$ cat config.mk
export PLATFORM = sky130hd
export DESIGN_NAME = router_fsm_flat
export DESIGN_NICKNAME = d
export VERILOG_FILES = /design/src/rtl/router_pkg.sv /design/src/rtl/router_fsm_if.sv /design/src/rtl/router_fsm.sv /design/src/flat_wrapper.sv
export SDC_FILE = /design/constraint.sdc
export NUM_CORES = 1
export LEC_CHECK = 0
export ABC_AREA = 1
export CAP_MARGIN = 20
export CORE_MARGIN = 2
export CORE_UTILIZATION = 35
export CTS_BUF_LIST = sky130_fd_sc_hd__clkbuf_8
export DETAILED_ROUTE_END_ITERATION = 12
export PLACE_DENSITY_LB_ADDON = 0.12
export SLEW_MARGIN = 20
export SYNTH_ARGS = -nofsm -noshare
export SYNTH_HDL_FRONTEND = slang
export SYNTH_SLANG_ARGS = --single-unit
$ cat constraint.sdc
create_clock -name clock -period 2.6 [get_ports clock]
set_input_delay 0.65 -clock clock [delete_from_list [all_inputs] [get_ports clock]]
set_output_delay 0.65 -clock clock [all_outputs]
set_load 0.005 [all_outputs]
$ cat src/rtl/router_pkg.sv
// Shared router definitions: header address width, FSM state set, decoded
// control-strobe bundle and small helpers used by the router control blocks.
package router_pkg;

   localparam int                ADDR_W       = 2;
   localparam logic [ADDR_W-1:0] INVALID_ADDR = 2'b11;
   localparam int                NUM_FIFOS    = 3;

   typedef enum logic [3:0] {
      DECODE_ADDRESS     = 4'd0,
      WAIT_TILL_EMPTY    = 4'd1,
      LOAD_FIRST_DATA    = 4'd2,
      LOAD_DATA          = 4'd3,
      FIFO_FULL_STATE    = 4'd4,
      LOAD_AFTER_FULL    = 4'd5,
      LOAD_PARITY        = 4'd6,
      CHECK_PARITY_ERROR = 4'd7
   } state_t;

   typedef struct packed {
      logic detect_add;
      logic lfd_state;
      logic ld_state;
      logic laf_state;
      logic full_state;
      logic rst_int_reg;
      logic write_enb_reg;
      logic busy;
   } fsm_out_t;

   // Moore decode: the strobe set that belongs to a state.
   function automatic fsm_out_t decode_state(state_t s);
      fsm_out_t o;
      o      = '0;
      o.busy = 1'b1;
      case (s)
         DECODE_ADDRESS: begin
            o.detect_add = 1'b1;
            o.busy       = 1'b0;
         end
         LOAD_FIRST_DATA: o.lfd_state = 1'b1;
         LOAD_DATA: begin
            o.ld_state      = 1'b1;
            o.write_enb_reg = 1'b1;
            o.busy          = 1'b0;
         end
         FIFO_FULL_STATE: o.full_state = 1'b1;
         LOAD_AFTER_FULL: begin
            o.laf_state     = 1'b1;
            o.write_enb_reg = 1'b1;
         end
         LOAD_PARITY:        o.write_enb_reg = 1'b1;
         CHECK_PARITY_ERROR: o.rst_int_reg   = 1'b1;
         default: ;
      endcase
      return o;
   endfunction

   // Per-FIFO flag picked by address; addresses with no FIFO read as 0.
   function automatic logic fifo_flag(logic [NUM_FIFOS-1:0] flags,
                                      logic [ADDR_W-1:0]    addr);
      logic r;
      r = 1'b0;
      for (int i = 0; i < NUM_FIFOS; i++) begin
         if (addr == ADDR_W'(i)) r = flags[i];
      end
      return r;
   endfunction

endpackage

$ cat src/rtl/router_fsm_if.sv
// Control bundle between the router FSM (slave) and the datapath blocks
// that feed it status and consume its strobes (master).
interface router_fsm_if
   import router_pkg::*;
();
   logic              pkt_valid;
   logic [ADDR_W-1:0] data_in;
   logic              fifo_full;
   logic              empty_0, empty_1, empty_2;
   logic              soft_reset_0, soft_reset_1, soft_reset_2;
   logic              parity_done;
   logic              low_pkt_valid;

   logic              detect_add;
   logic              lfd_state;
   logic              ld_state;
   logic              laf_state;
   logic              full_state;
   logic              rst_int_reg;
   logic              write_enb_reg;
   logic              busy;
   logic [ADDR_W-1:0] addr_q;

   modport master (
      output pkt_valid, data_in, fifo_full, empty_0, empty_1, empty_2,
             soft_reset_0, soft_reset_1, soft_reset_2, parity_done, low_pkt_valid,
      input  detect_add, lfd_state, ld_state, laf_state, full_state,
             rst_int_reg, write_enb_reg, busy, addr_q
   );

   modport slave (
      input  pkt_valid, data_in, fifo_full, empty_0, empty_1, empty_2,
             soft_reset_0, soft_reset_1, soft_reset_2, parity_done, low_pkt_valid,
      output detect_add, lfd_state, ld_state, laf_state, full_state,
             rst_int_reg, write_enb_reg, busy, addr_q
   );
endinterface

$ cat src/rtl/router_fsm.sv
// 1x3 router control FSM: header decode, payload load, full stall and parity
// sequencing. Strobes are registered from the next state so they stay glitch-free.
module router_fsm
   import router_pkg::*;
(
   input  logic        clock,
   input  logic        resetn,
   router_fsm_if.slave bus
);

   state_t               state_q, state_d;
   logic [ADDR_W-1:0]    addr_q, addr_d;
   fsm_out_t             out_q;
   logic [NUM_FIFOS-1:0] empty_vec, soft_vec;
   logic [ADDR_W-1:0]    sel_addr;
   logic                 empty_sel, soft_sel, hdr_ok;

   assign empty_vec = {bus.empty_2, bus.empty_1, bus.empty_0};
   assign soft_vec  = {bus.soft_reset_2, bus.soft_reset_1, bus.soft_reset_0};
   assign hdr_ok    = bus.pkt_valid && (bus.data_in != INVALID_ADDR);

   // The header is still on data_in while decoding; afterwards the latched address rules.
   assign sel_addr  = (state_q == DECODE_ADDRESS) ? bus.data_in : addr_q;
   assign empty_sel = fifo_flag(empty_vec, sel_addr);
   assign soft_sel  = fifo_flag(soft_vec, sel_addr);

   always_comb begin
      // NOTE: defaults first so every path assigns state_d/addr_d -- no inferred latch.
      state_d = state_q;
      addr_d  = addr_q;

      if (state_q != DECODE_ADDRESS && soft_sel) begin
         state_d = DECODE_ADDRESS;
      end else begin
         case (state_q)
            DECODE_ADDRESS: begin
               if (hdr_ok) state_d = empty_sel ? LOAD_FIRST_DATA : WAIT_TILL_EMPTY;
            end
            WAIT_TILL_EMPTY: if (empty_sel) state_d = LOAD_FIRST_DATA;
            LOAD_FIRST_DATA: state_d = LOAD_DATA;
            LOAD_DATA: begin
               if (bus.fifo_full)      state_d = FIFO_FULL_STATE;
               else if (!bus.pkt_valid) state_d = LOAD_PARITY;
            end
            FIFO_FULL_STATE: if (!bus.fifo_full) state_d = LOAD_AFTER_FULL;
            LOAD_AFTER_FULL: begin
               if (bus.parity_done)        state_d = DECODE_ADDRESS;
               else if (bus.low_pkt_valid) state_d = LOAD_PARITY;
               else                        state_d = LOAD_DATA;
            end
            LOAD_PARITY: state_d = CHECK_PARITY_ERROR;
            CHECK_PARITY_ERROR: state_d = bus.fifo_full ? FIFO_FULL_STATE : DECODE_ADDRESS;
            default: state_d = DECODE_ADDRESS;
         endcase
      end

      if (state_q == DECODE_ADDRESS && hdr_ok) addr_d = bus.data_in;
   end

   always_ff @(posedge clock or negedge resetn) begin
      if (!resetn) begin
         state_q <= DECODE_ADDRESS;
         addr_q  <= '0;
         out_q   <= decode_state(DECODE_ADDRESS);
      end else begin
         // NOTE: non-blocking so every flop samples pre-edge values regardless of order.
         state_q <= state_d;
         addr_q  <= addr_d;
         out_q   <= decode_state(state_d);
      end
   end

   assign bus.detect_add    = out_q.detect_add;
   assign bus.lfd_state     = out_q.lfd_state;
   assign bus.ld_state      = out_q.ld_state;
   assign bus.laf_state     = out_q.laf_state;
   assign bus.full_state    = out_q.full_state;
   assign bus.rst_int_reg   = out_q.rst_int_reg;
   assign bus.write_enb_reg = out_q.write_enb_reg;
   assign bus.busy          = out_q.busy;
   assign bus.addr_q        = addr_q;

endmodule

$ cat src/flat_wrapper.sv
// flat-port wrapper written by rule: the top's interface ports become plain ports
module router_fsm_flat import router_pkg::*;
  (clock, resetn, bus_pkt_valid, bus_data_in, bus_fifo_full, bus_empty_0, bus_empty_1, bus_empty_2, bus_soft_reset_0, bus_soft_reset_1, bus_soft_reset_2, bus_parity_done, bus_low_pkt_valid, bus_detect_add, bus_lfd_state, bus_ld_state, bus_laf_state, bus_full_state, bus_rst_int_reg, bus_write_enb_reg, bus_busy, bus_addr_q);
  router_fsm_if bus_i ();
  input  logic clock;
  input  logic resetn;
  input wire logic [$bits(bus_i.pkt_valid)-1:0] bus_pkt_valid;
  input wire logic [$bits(bus_i.data_in)-1:0] bus_data_in;
  input wire logic [$bits(bus_i.fifo_full)-1:0] bus_fifo_full;
  input wire logic [$bits(bus_i.empty_0)-1:0] bus_empty_0;
  input wire logic [$bits(bus_i.empty_1)-1:0] bus_empty_1;
  input wire logic [$bits(bus_i.empty_2)-1:0] bus_empty_2;
  input wire logic [$bits(bus_i.soft_reset_0)-1:0] bus_soft_reset_0;
  input wire logic [$bits(bus_i.soft_reset_1)-1:0] bus_soft_reset_1;
  input wire logic [$bits(bus_i.soft_reset_2)-1:0] bus_soft_reset_2;
  input wire logic [$bits(bus_i.parity_done)-1:0] bus_parity_done;
  input wire logic [$bits(bus_i.low_pkt_valid)-1:0] bus_low_pkt_valid;
  output wire logic [$bits(bus_i.detect_add)-1:0] bus_detect_add;
  output wire logic [$bits(bus_i.lfd_state)-1:0] bus_lfd_state;
  output wire logic [$bits(bus_i.ld_state)-1:0] bus_ld_state;
  output wire logic [$bits(bus_i.laf_state)-1:0] bus_laf_state;
  output wire logic [$bits(bus_i.full_state)-1:0] bus_full_state;
  output wire logic [$bits(bus_i.rst_int_reg)-1:0] bus_rst_int_reg;
  output wire logic [$bits(bus_i.write_enb_reg)-1:0] bus_write_enb_reg;
  output wire logic [$bits(bus_i.busy)-1:0] bus_busy;
  output wire logic [$bits(bus_i.addr_q)-1:0] bus_addr_q;
  assign bus_i.pkt_valid = bus_pkt_valid;
  assign bus_i.data_in = bus_data_in;
  assign bus_i.fifo_full = bus_fifo_full;
  assign bus_i.empty_0 = bus_empty_0;
  assign bus_i.empty_1 = bus_empty_1;
  assign bus_i.empty_2 = bus_empty_2;
  assign bus_i.soft_reset_0 = bus_soft_reset_0;
  assign bus_i.soft_reset_1 = bus_soft_reset_1;
  assign bus_i.soft_reset_2 = bus_soft_reset_2;
  assign bus_i.parity_done = bus_parity_done;
  assign bus_i.low_pkt_valid = bus_low_pkt_valid;
  assign bus_detect_add = bus_i.detect_add;
  assign bus_lfd_state = bus_i.lfd_state;
  assign bus_ld_state = bus_i.ld_state;
  assign bus_laf_state = bus_i.laf_state;
  assign bus_full_state = bus_i.full_state;
  assign bus_rst_int_reg = bus_i.rst_int_reg;
  assign bus_write_enb_reg = bus_i.write_enb_reg;
  assign bus_busy = bus_i.busy;
  assign bus_addr_q = bus_i.addr_q;
  router_fsm u_core (.clock(clock), .resetn(resetn), .bus(bus_i));
endmodule
## Yosys cells after proc, flatten, opt, wreduce, memory -nomap -nowiden

Index checks and enable logic that the tools add are counted.

- Equality and inequality tests: 16
- Mux-type cells: 26
- Reduce and logical (&&, ||, !) cells: 9

Operators by type and width:

| kind | count |
|---|---|
| $eq 4x3->1 const B | 8 |
| $pmux 4 s8 | 1 |
| $mux 4 | 7 |
| $eq 4x2->1 const B | 4 |
| $mux 1 | 14 |
| $logic_not 4->1 | 2 |
| $mux 3 | 2 |
| $eq 4x1->1 const B | 1 |
| $mux 2 | 2 |
| $reduce_bool 4->1 | 1 |
| $logic_and 1x1->1 | 3 |
| $reduce_or 3->1 | 1 |
| $eq 2x1->1 const B | 1 |
| $eq 2x2->1 const B | 1 |
| $logic_not 2->1 | 1 |
| $ne 2x2->1 const B | 1 |
| $reduce_or 2->1 | 1 |

- Output and inout port bits: 10
- Logic and storage cells: 61
- Bits in registers: 14

## Longest topological paths before layout

- Word-level depth: 13
- Gate-level depth with buffers: 13
- Depth with buffers taken out: 13

## Worst setup path after synthesis

OpenSTA, ideal clock, no wires.

- Path type: input to register
- Start: input bus_pkt_valid
- End: register u_core.out_q, in the netlist u_core.bus.busy
- Buffers on the path: 0
- Setup slack: 1.010 ns
- Arrival time: 1.476 ns
- Library setup time: 0.114 ns
- Data required time: 2.486 ns
- Stages: 10
- Cells stage by stage: inv_1 > a21oi_1 > o211ai_1 > inv_1 > nand2_1 > nand2_2 > nand2_2 > nand3_1 > nand2_1 > inv_1

- Cells in the longest elaborated chain, start to end: 7
- Elaborated cells on any way between the ends: 10

Ends and longest elaborated chain:

| what | RTL line | source |
|---|---|---|
| start, declared | flat_wrapper.sv:7 | `input wire logic [$bits(bus_i.pkt_valid)-1:0] bus_pkt_valid;` |
| $mux 4 or $logic_and 1x1->1 (tied branches) | router_fsm.sv:43, router_fsm.sv:20 |  |
| $mux 4 (on tied branches) | router_fsm.sv:42, router_fsm.sv:37 |  |
| $pmux 4 s8 * | router_fsm.sv:35 | `case (state_q)` |
| $mux 4 * | router_fsm.sv:32 | `if (state_q != DECODE_ADDRESS && soft_sel) begin` |
| $eq 4x2->1 or $logic_not 4->1 (tied branches) | router_pkg.sv:36 | `case (s)` |
| $reduce_or 2->1 (no line) * | - |  |
| $mux 1 * | router_pkg.sv:36 |  |
| end signal, assigned | router_fsm.sv:64 | `out_q <= decode_state(DECODE_ADDRESS);` |
| end signal, assigned | router_fsm.sv:69 | `out_q <= decode_state(state_d);` |
| end, declared | router_fsm.sv:13 | `fsm_out_t out_q;` |

Every way passes the cells marked *; elsewhere a longest branch is shown, timed or not.
A chain may end at the register's enable or synchronous reset.

## Final worst setup path

- Start: input bus_data_in[0]
- End: register u_core.out_q, in the netlist u_core.bus.busy

- Cells in the longest elaborated chain, start to end: 12
- Elaborated cells on any way between the ends: 22

Ends and longest elaborated chain:

| what | RTL line | source |
|---|---|---|
| start, declared | flat_wrapper.sv:8 | `input wire logic [$bits(bus_i.data_in)-1:0] bus_data_in;` |
| $mux 2 | router_fsm.sv:23 | `assign sel_addr = (state_q == DECODE_ADDRESS) ? bus.data_in : addr_q;` |
| $logic_not 2->1 | router_pkg.sv:65 | `if (addr == ADDR_W'(i)) r = flags[i];` |
| $mux 1 (3 in series) | router_pkg.sv:65 |  |
| $mux 2 | router_fsm.sv:37 | `if (hdr_ok) state_d = empty_sel ? LOAD_FIRST_DATA : WAIT_TILL_EMPTY;` |
| $mux 4 | router_fsm.sv:37 |  |
| $pmux 4 s8 | router_fsm.sv:35 |  |
| $mux 4 * | router_fsm.sv:32 |  |
| $eq 4x2->1 or $logic_not 4->1 (tied branches) | router_pkg.sv:36 |  |
| $reduce_or 2->1 (no line) * | - |  |
| $mux 1 * | router_pkg.sv:36 |  |

Marked as above.

==> impl_metrics.yaml <==
routing:
  postRouteAntennaNets: 0
  via_count: 725
  drc: 0
  dr.pass1.iters: 4
  wl_per_cell_um: 10.5
  drt_iter0_markers: 19
  wirelength_um: 1690
  vias_per_cell: 4.53
clock_tree:
  post_cts_resized: 0
  cts.sinks: 14
  ctsHoldBuffers: 0
  ctsHtreeMaxLevel: 1
  cts-buffers-inserted: 3
  cts_tree: "built"
  clock_path_buffers: 2
  path_clk_slew_ns: 0.05
  cts_root_buffer: "clkbuf_8"
  clk-insertion-delay-late_ns: 0.24
  postCtsSetupBuffers: 0
min_path:
  hold_path.class: "flip-flop to flip-flop"
power:
  p_leak_nw: 0.594
  peakVddDrop_mv: 0.463
  power_density_mw_per_mm2: 653
status:
  outcome: "finished clean"
grt:
  grt_pass1_wl_um: 2700
  grt_max_degree: 15
  antenna_found_initial: 0
  grt_overflow: 0
  track_usage: 0.135
  grt_pass1_vias: 665
yosys:
  syn_inst: 105
  synthTopCellsByArea: "dfrtp_1, nand3_1, nand2_1, inv_1, nand2_2"
  ys_seq_area_frac: 0.442
  ys_types: 21
  ys_warn_count: 0
  synth_top_area_frac: 0.409
  ys_ff_latch: 14
  avgSynthCellArea_um2: 7.58
  synth_top_area_cell: "dfrtp_1"
  syn_area_um2: 796
  synth_nets: 119
cells_and_area:
  layout-drive-gt1-share: 0.144
  antenna_cells: 0
  final_util: 0.509
  num-nets-final: 147
  layout_common_cells: "clkdlybuf4s50_1, nand2_1, inv_1"
  largest_reg_flops: 4
  regMostFlops: "u_core.state_q"
  syn_to_final_growth_pct: 40.3
  reg_top3: "u_core.state_q (4), u_core.bus.addr_q (2)"
  layout_commonest_cell: "clkdlybuf4s50_1"
setup_path:
  cp_cell_sequence: "clkdlybuf4s50_1 -> inv_1 -> nand3_1 -> nand2_2 -> nand3_1 -> nand3_2 -> o21ai_2 -> nand4_1 -> nand2_1 -> inv_1"
  cp_data_arrival_time_ns: 2.16
  crit_fanout: 4
  slowest_delay_ns: 0.50
  cp.required_ns: 2.74
  path_delay_family: "simple AND/OR/NAND/NOR gates"
  critPathSlowestCell: "clkdlybuf4s50_1"
  startpoint_type: "input pin"
  critical_path_class: "input pin to flip-flop"
  cp.buffers_inverters: 3
  cp-end-kind: "flip-flop"
sta:
  timing.fmax_ghz: 0.494
  rsz0062_at_grt: "no"
  fin_crit_ns: 2.02
  hold_viol: 0
  timing.final.ws_setup_ns: 0.577
  drv_slew: 0
  setup_viol: 0
  maxSlewHeadroom: 0.605
  setup_tns_ns: 0
  fin_crit_sh: 0.778
  worst_pin_slew_ns: 0.590
  clock_skew_ns: 0.00101
die:
  die_h_um: 51.7
  start_util: 0.363
  die_area_mm2: 0.00267
  rows: 17
  core_area_mm2: 0.00219
  die_x_um: 51.7
  pin_count: 24
placed_design:
  numPortBuffers: 23
  dp_hpwl_um: 1310
  place.gp.congestion: 0.819
  place_ws_ns: 0.333
run:
  drv_cap: 0
==> layer usage <==
| metal | global-route usage | up-vias | share of wire |
|---|---|---|---|
| met5 | 0 | - | 0 |
| met4 | 0.0789 | 0 | 0.018 |
| met3 | 0.0230 | 4 | 0.050 |
| met2 | 0.201 | 20 | 0.42 |
| met1 | 0.185 | 313 | 0.51 |
| li1 | - | 388 | - |
==> stage by stage <==
step	cells	total power [mW]	hold WS (ns)	area, um2
6_report	160	0.729	0.552	1120
2_1_floorplan	105	0.421	0.354	796
5_1_grt	160	0.780	0.581	1120
3_3_place_gp	156	0.526	0.544	1060
4_1_cts	160	0.739	0.564	1120
3_5_place_dp	156	0.528	0.551	1060
==> worst reg2reg max path: stages (launching register included) <==
cell and delay (ns):
dfrtp_1 0.44, nor2_4 0.22, nand2_4 0.10, nand2_2 0.07, nand2_2 0.07, nand3_1 0.11, nand3_2 0.11, o21ai_2 0.21
nand4_1 0.19, nand2_1 0.11, inv_1 0.04
==> cells in the mapped netlist (all sizes together) <==
master / number
nand2: 26
nor3: 4
o21ai: 4
a21oi: 3
conb: 1
dfstp: 1
nand4: 2
o211ai: 1
nor2: 13
a211oi: 1
dfrtp: 13
nand3: 17
inv: 18
a21boi: 1
==> where the power goes <==
part           total [mW]  leakage [nW]  internal [mW]  switching [mW]
logic               0.245         0.380          0.114           0.132
clock network       0.206        0.0288          0.134          0.0716
registers           0.278         0.185          0.253          0.0255
==> worst paths after layout <==
| path | start | to | slack (ns) | cells past startpoint |
|---|---|---|---|---|
| worst max-delay path | bus_data_in[0] | u_core.bus.busy | 0.58 | 10 |
| worst min-delay path | u_core.bus.addr_q[0] | u_core.bus.addr_q[0] | 0.55 | 2 |
| worst max register to register | u_core.state_q[1] | u_core.bus.busy | 0.84 | 10 |
| worst min register to register | u_core.bus.addr_q[0] | u_core.bus.addr_q[0] | 0.55 | 2 |
| max in group asynchronous | resetn | u_core.bus.addr_q[0] | 1.43 | 1 |
| min in group asynchronous | resetn | u_core.bus.write_enb_reg | 0.78 | 1 |
==> area by class of cell <==
type	count	area [um2]
Fill cell	210	1070
Clock buffer	4	55.1
Multi-Input combinational cell	73	377
Inverter	18	67.6
Tap cell	28	35.0
Sequential cell	14	352
Timing Repair Buffer	23	230
==> cell families after synthesis <==
logic type	share of synthesized area
flip-flops	0.442
AO/OA/AOI/OAI	0.0770
buffers and inverters	0.0849
other	0.00471
AND/OR/NAND/NOR	0.392
(Power assumes the default switching activity.)
